==> config.mk <==
export PLATFORM = sky130hd
export DESIGN_NAME = imm_encoder
export DESIGN_NICKNAME = d
export VERILOG_FILES = /design/src/rtl/imm_encoder.sv
export SDC_FILE = /design/constraint.sdc
export NUM_CORES = 1
export LEC_CHECK = 0
export CAP_MARGIN = 20
export CORE_ASPECT_RATIO = 0.75
export CORE_UTILIZATION = 50
export DETAILED_ROUTE_END_ITERATION = 12
export GPL_TIMING_DRIVEN = 0
export MAX_ROUTING_LAYER = met4
export PLACE_DENSITY = 0.84
export SETUP_SLACK_MARGIN = 0.1
export SKIP_CTS_REPAIR_TIMING = 1
export SLEW_MARGIN = 5
export SYNTH_ARGS = -nofsm -noshare
export SYNTH_HDL_FRONTEND = slang
export SYNTH_SLANG_ARGS = --single-unit
==> constraint.sdc <==
create_clock -name clk -period 4.4 [get_ports clk]
set_input_delay 0.44 -clock clk [delete_from_list [all_inputs] [get_ports clk]]
set_output_delay 0.44 -clock clk [all_outputs]
set_load 0.03 [all_outputs]
==> src/rtl/imm_encoder.sv <==
// Immediate encoder: inserts a 32-bit immediate into the I/S/B/J/U fields of a base
// instruction word and flags unrepresentable values; two-stage valid/ready pipeline.
module imm_encoder #(
    parameter int ERR_CNT_W = 16
) (
    input  logic                 clk,
    input  logic                 rst,
    input  logic                 in_valid,
    output logic                 in_ready,
    input  logic [2:0]           in_ctrl,
    input  logic [31:0]          in_base,
    input  logic [31:0]          in_imm,
    output logic                 out_valid,
    input  logic                 out_ready,
    output logic [31:0]          out_instr,
    output logic                 out_err,
    input  logic                 err_clr,
    output logic [ERR_CNT_W-1:0] err_count
);

    localparam logic [2:0] IMM_ITYPE = 3'd0;
    localparam logic [2:0] IMM_STYPE = 3'd1;
    localparam logic [2:0] IMM_BTYPE = 3'd2;
    localparam logic [2:0] IMM_JTYPE = 3'd3;
    localparam logic [2:0] IMM_UTYPE = 3'd4;

    logic                 s1_valid_q, s1_valid_d;
    logic [2:0]           s1_ctrl_q, s1_ctrl_d;
    logic [31:0]          s1_base_q, s1_base_d;
    logic [31:0]          s1_imm_q, s1_imm_d;
    logic                 s2_valid_q, s2_valid_d;
    logic [31:0]          out_instr_q, out_instr_d;
    logic                 out_err_q, out_err_d;
    logic [ERR_CNT_W-1:0] err_count_q, err_count_d;

    logic        s1_adv, s2_adv;
    logic        fit_12b, fit_13b, fit_21b;
    logic [31:0] enc_instr;
    logic        enc_err;

    // An upper slice that is all-zeros or all-ones is a valid sign extension.
    always_comb begin
        fit_12b = (&s1_imm_q[31:11]) | ~(|s1_imm_q[31:11]);
        fit_13b = (&s1_imm_q[31:12]) | ~(|s1_imm_q[31:12]);
        fit_21b = (&s1_imm_q[31:20]) | ~(|s1_imm_q[31:20]);
    end

    always_comb begin
        enc_instr = s1_base_q;
        enc_err   = 1'b0;
        case (s1_ctrl_q)
            IMM_ITYPE: begin
                enc_instr[31:20] = s1_imm_q[11:0];
                enc_err          = ~fit_12b;
            end
            IMM_STYPE: begin
                enc_instr[31:25] = s1_imm_q[11:5];
                enc_instr[11:7]  = s1_imm_q[4:0];
                enc_err          = ~fit_12b;
            end
            IMM_BTYPE: begin
                enc_instr[31]    = s1_imm_q[12];
                enc_instr[7]     = s1_imm_q[11];
                enc_instr[30:25] = s1_imm_q[10:5];
                enc_instr[11:8]  = s1_imm_q[4:1];
                enc_err          = ~fit_13b | s1_imm_q[0];
            end
            IMM_JTYPE: begin
                enc_instr[31]    = s1_imm_q[20];
                enc_instr[19:12] = s1_imm_q[19:12];
                enc_instr[20]    = s1_imm_q[11];
                enc_instr[30:21] = s1_imm_q[10:1];
                enc_err          = ~fit_21b | s1_imm_q[0];
            end
            IMM_UTYPE: begin
                enc_instr[31:12] = s1_imm_q[31:12];
                enc_err          = |s1_imm_q[11:0];
            end
            default: enc_err = 1'b1;
        endcase
    end

    always_comb begin
        s2_adv = ~s2_valid_q | out_ready;
        s1_adv = ~s1_valid_q | s2_adv;

        s1_valid_d = s1_adv ? in_valid : s1_valid_q;
        s1_ctrl_d  = s1_ctrl_q;
        s1_base_d  = s1_base_q;
        s1_imm_d   = s1_imm_q;
        if (s1_adv && in_valid) begin
            s1_ctrl_d = in_ctrl;
            s1_base_d = in_base;
            s1_imm_d  = in_imm;
        end

        s2_valid_d  = s2_adv ? s1_valid_q : s2_valid_q;
        out_instr_d = out_instr_q;
        out_err_d   = out_err_q;
        if (s2_adv && s1_valid_q) begin
            out_instr_d = enc_instr;
            out_err_d   = enc_err;
        end

        err_count_d = err_count_q;
        if (err_clr) begin
            err_count_d = '0;
        end else if (s2_valid_q && out_ready && out_err_q && !(&err_count_q)) begin
            err_count_d = err_count_q + ERR_CNT_W'(1);
        end
    end

    always_ff @(posedge clk or posedge rst) begin
        if (rst) begin
            s1_valid_q  <= 1'b0;
            s1_ctrl_q   <= '0;
            s1_base_q   <= '0;
            s1_imm_q    <= '0;
            s2_valid_q  <= 1'b0;
            out_instr_q <= '0;
            out_err_q   <= 1'b0;
            err_count_q <= '0;
        end else begin
            s1_valid_q  <= s1_valid_d;
            s1_ctrl_q   <= s1_ctrl_d;
            s1_base_q   <= s1_base_d;
            s1_imm_q    <= s1_imm_d;
            s2_valid_q  <= s2_valid_d;
            out_instr_q <= out_instr_d;
            out_err_q   <= out_err_d;
            err_count_q <= err_count_d;
        end
    end

    assign in_ready  = s1_adv;
    assign out_valid = s2_valid_q;
    assign out_instr = out_instr_q;
    assign out_err   = out_err_q;
    assign err_count = err_count_q;

endmodule
Word level (Yosys, flattened, before mapping)
Cells that the tools add are included.

Bits of input ports: 72. Register bits after elaboration: 118. Output and inout bits: 51. Logic and storage cells: 53.

Add/subtract/negate cells: 1. Equality and inequality tests: 4. Multiplexer cells: 7. Reduce and logical (&&, ||, !) cells: 18. Bitwise logic cells: 15.

Operators by type and width (number): $mux W16 (2); $pmux W7 S4 (1); $reduce_or A12 Y1 (2); $reduce_and A21 Y1 (1); $reduce_or A21 Y1 (1); $reduce_and A20 Y1 (1); $reduce_or A20 Y1 (1); $add A16 B1 Y16 const B (1); $reduce_and A16 Y1 (1); $pmux W5 S3 (1); $reduce_and A12 Y1 (1); $pmux W5 S2 (1); $mux W8 (1); $not A1 Y1 (8); $or A1 B1 Y1 (7); $eq A3 B2 Y1 const B (2); $logic_and A1 B1 Y1 (5); $pmux W1 S4 (1); $reduce_or A2 Y1 (2); $eq A3 B1 Y1 const B (1); $eq A3 B3 Y1 const B (1); $logic_not A3 Y1 (1); $reduce_bool A2 Y1 (1); $logic_not A1 Y1 (1).

Depth between registers and ports, before layout
Depth after elaboration: 6. Mapped depth: 7. Mapped depth without buffers: 6.

Worst setup path before layout
Ideal clock, no wire load.

Kind: reg-to-reg. Start point: register s2_valid_q, in the netlist out_valid. End point: register s1_ctrl_q[1]. Buffers on the path: 2. Path slack: 2.384 ns. Cell stages (with the launch flop): 6. Clock period less this slack: 2.016 ns. Required time: 4.275 ns. Data arrival time: 1.891 ns. Library setup time: 0.125 ns. Cell sequence: dfrtp_1 nand3b_1 nand2_1 buf_2 buf_2 mux2_2.

Word-level cells in the longest chain between the ends: 4.

RTL lines: from (decl) (line 31) `logic s2_valid_q, s2_valid_d;`; from (signal assigned) (line 128) `s2_valid_q <= s2_valid_d;`; $not A1 Y1 (line 84) `s2_adv = ~s2_valid_q | out_ready;`; $or A1 B1 Y1 (line 84); $or A1 B1 Y1 (line 85) `s1_adv = ~s1_valid_q | s2_adv;`; named net in_ready (line 9) `output logic in_ready,`; $logic_and A1 B1 Y1 (line 91) `if (s1_adv && in_valid) begin`; to (signal assigned) (line 125) `s1_ctrl_q <= s1_ctrl_d;`; to (decl) (line 28) `logic [2:0] s1_ctrl_q, s1_ctrl_d;`.

The timed path passes the listed nets, and every way through them passes these cells. A chain may end at the register's enable or synchronous reset.

Final worst setup path
Start point: input port out_ready. End point: register out_instr_q[16], in the netlist out_instr[16].

Word-level cells in the longest chain between the ends: 2.

RTL lines: from (decl) (line 14) `input logic out_ready,`; $or A1 B1 Y1 (line 84); $logic_and A1 B1 Y1 (line 100) `if (s2_adv && s1_valid_q) begin`; to (signal assigned) (line 129) `out_instr_q <= out_instr_d;`; to (decl) (line 32) `logic [31:0] out_instr_q, out_instr_d;`.

Every way passes these cells.

==> summary.txt <==
Final layout
  • Nets: 661
  • Area of the multi-input gates: ~2200 µm²
  • Final Core Density: 0.7345
  • Register Area: 2953 µm²
  • Area delta synth->final: 39.18%
  • Share of cells above drive strength 1: 0.1997
  • # diodes: 0
  • Filler cells: 701

CTS
  • Clock Latency Late Sink: between 0.4 and 0.5 ns
  • Total clock buffers created by CTS: 17
  • H-tree depth: 4
  • Clk root buf: clkbuf_16
  • Clk pin slew, worst setup/hold paths: 0.05 ns
  • CTS tree: done
  • Clock Tree Buf Depth: 2
  • Clock sinks: about 120

Yosys
  • Synth unique cells: 41
  • Simple-gate share of the synthesized area: 0.1316
  • Seq/Total Area, Yosys: 0.5635
  • Number of synthesized flops with an enable pin: 0
  • Synthesized area per cell: 11.72 µm²
  • XOR/XNOR share of the synthesized area: 0.02340
  • Compound-gate portion of the synthesized area: 0.06734
  • Largest family of logic cells by synthesized area: multiplexers
  • Ys async rst share: 1.000
  • Yosys warnings: 0
  • Synthesized flop and latch total: about 120
  • Post-synthesis mux area share: 0.1905
  • Post-synthesis adder-cell area fraction: 0.002388
  • Synthesized cell area: 5240 µm²
  • Synthesized instance count: approximately 450
  • Syn nets: 520
  • Top_reg_cell synth: dfrtp_1

Setup path
  • R2r endpoint: out_instr[16]
  • Worst R2R Setup Slack: 2.35 ns
  • Worst-path fanout max: 10
  • CP startpoint kind: primary input
  • Crit Reg-Reg Startpoint: out_valid
  • Crit-path cells: clkdlybuf4s50_1, nand2b_1, nand2_1, buf_1, clkbuf_1, nand2_1, o21ai_0
  • Slowest stage delay, CP: 0.54 ns
  • Crit path arrival time: 2.55 ns
  • Critical Path Sink Type: flip-flop
  • Worst reg-to-reg path cell count: 6
  • Crit path max-delay cell type: clkbuf_1
  • Required @ worst endpoint: 4.72 ns
  • WS Path Type: primary input to flip-flop
  • Most frequent CP cell: nand2_1

GRT
  • Gr ovfl total: 0
  • Top Usage Layer GRT: met2
  • Met3 GRT Util: 0.05303
  • Initial antenna violation count: 0
  • Vias in the first global route: 4269
  • First-pass GRT wire length: ~22 mm
  • Largest net degree at the start of global routing: 66
  • Grt met1 use: 0.3664
  • Global Route Usage Sum: 0.2796
  • M2 GR Usage: 0.4306

STA
  • Fin Hold WS: slightly below 0.4 ns
  • Relative slew margins: 0.4961
  • Slew Limit Fails: 0
  • RSZ-0062 raised after global routing: false
  • Final period utilization: 0.5079
  • # setup viols final: 0
  • Measured slew at the worst slew-check pin: 0.7558 ns
  • Fmax: around 450 MHz
  • Final hold violations: 0
  • Fin crit period: 2.235 ns
  • Max Clock Skew: 0.008356 ns
  • Post-Route Setup TNS: 0 ns

Route
  • Via count: approximately 4200
  • Residual DRC: 0
  • Average wire per standard cell: 18.73 µm
  • ANT nets after route: 0
  • Vias per cell: 5.716
  • Final wirelength: approximately 14 mm
  • DRT Pass-1 Iters: 4
  • Iter 0 DRT Violations: ~290

Power
  • Peak supply drop: a little under 0.4 mV
  • Cell area power density: 513.5 nW/µm²
  • Leak: 2.999 nW

Floorplanning
  • Die area: 10900 µm²
  • Initial Utilization: 0.5277
  • Chip height: 90.66 µm
  • Io pins: between 100 and 150
  • Number of placement rows: 31
  • Core area: 9930 µm²
  • Die width: between 100 and 150 µm

Flow run
  • Max Cap Viol: 0

Placed design
  • Global placer's final weighted congestion: 0.9241
  • Port bufs: 121
  • Hpwl dp: 9.639 mm

Hold path
  • Cell count of the worst hold path: 2
  • Worst Hold Path EP: err_count[11]
  • Hold path startpoint: err_clr
  • Hold/Removal Path Class: primary input to flip-flop

Run status
  • Status: finished clean
logic make-up after synthesis:
group           count (synthesis)
simple gates                  132
flops                         118
buf+inv                        27
mux                            90
fa+ha+maj                       1
xor+xnor                       14
compound gates                 65
metal layers:
metal,wire length [µm],vias up
met2,6498,185
met5,0,-
met1,6018,2089
met4,293,0
li1,-,1885
met3,915,31
how the worst max path moves through the flow:
stage / cells past startpoint / startpoint / end
after floorplan: 1 / rst / err_count[0]
after global placement: 2 / rst / out_instr[24]
after detailed placement: 7 / out_ready / out_instr[16]
after CTS: 7 / out_ready / out_instr[22]
after global routing: 7 / out_ready / out_instr[18]
final: 7 / out_ready / out_instr[16]
metrics by stage:
stage               total power (W)  cells  setup slack, ns  area (µm²)
floorplan                  0.001886    447           0.8309        5240
global placement           0.002224    700          -0.7115        6616
detailed placement         0.002263    701            1.800        6649
CTS                        0.003761    733            2.162        7293
global route               0.003891    733            1.941        7293
finish                     0.003745    733            2.165        7293
layout by cell type, fill, tap and decap left out, types with 3 or more instances in the layout:
cell type and n:
mux2i_1 15, o22ai_1 6, dfrtp_1 118, nor3_1 3
nand2_1 46, nor4_1 15, clkinv_2 3, nand2b_1 5
nor4b_1 3, bufinv_16 4, a21oi_1 15, clkbuf_8 5
clkdlybuf4s50_1 121, o31ai_1 4, nand3_1 8, inv_1 3
xnor2_1 12, mux2_2 74, clkbuf_1 18, nand4_1 8
clkbuf_16 17, o21ai_0 35, nor2_1 25, buf_2 5
cell usage after synthesis, types with 3 or more instances:
cell type / n / area [µm²]
nand2_1: 46 / 172.7
xnor2_1: 12 / 105.1
nor2_1: 25 / 93.84
o22ai_1: 6 / 37.54
nor4b_1: 3 / 26.28
nand3_1: 8 / 40.04
mux2_2: 74 / 833.3
mux2i_1: 15 / 150.1
nand2b_1: 5 / 31.28
nor4_1: 15 / 93.84
a21oi_1: 15 / 75.07
inv_1: 4 / 15.01
nor3_1: 3 / 15.01
o21ai_0: 35 / 175.2
dfrtp_1: 118 / 2953
buf_2: 5 / 25.02
clkbuf_1: 16 / 60.06
o31ai_1: 4 / 30.03
nand4_1: 8 / 50.05
critical path: cells and delay by family:
family,cells,cell delay [ns]
compound gates,1,0.10
simple gates,3,0.53
buf+inv,3,1.46
registers in the layout, indices dropped and copies added (netlist names):
name,count
out_err,1
s1_valid_q,1
out_instr,32
out_valid,1
s1_imm_q,32
s1_ctrl_q,3
err_count,16
s1_base_q,32
where the power goes:
part | total, W | switching, W | internal, W
sequential | 0.00140 | 0.000137 | 0.00127
clock | 0.00149 | 0.000470 | 0.00102
combinational | 0.000853 | 0.000460 | 0.000392
total | 0.00374 | 0.00107 | 0.00268
layout make-up:
cell class / count / share of cell area
flip-flops and latches: 118 / 0.4049
multi-input cells: 302 / 0.2983
repair buffers: 122 / 0.1698
clock buffers: 24 / 0.06879
well taps: 132 / 0.02265
clock inverters: 8 / 0.01956
plain buffers: 23 / 0.01321
inverters: 4 / 0.002745
Power figures use the tool's default switching activity.
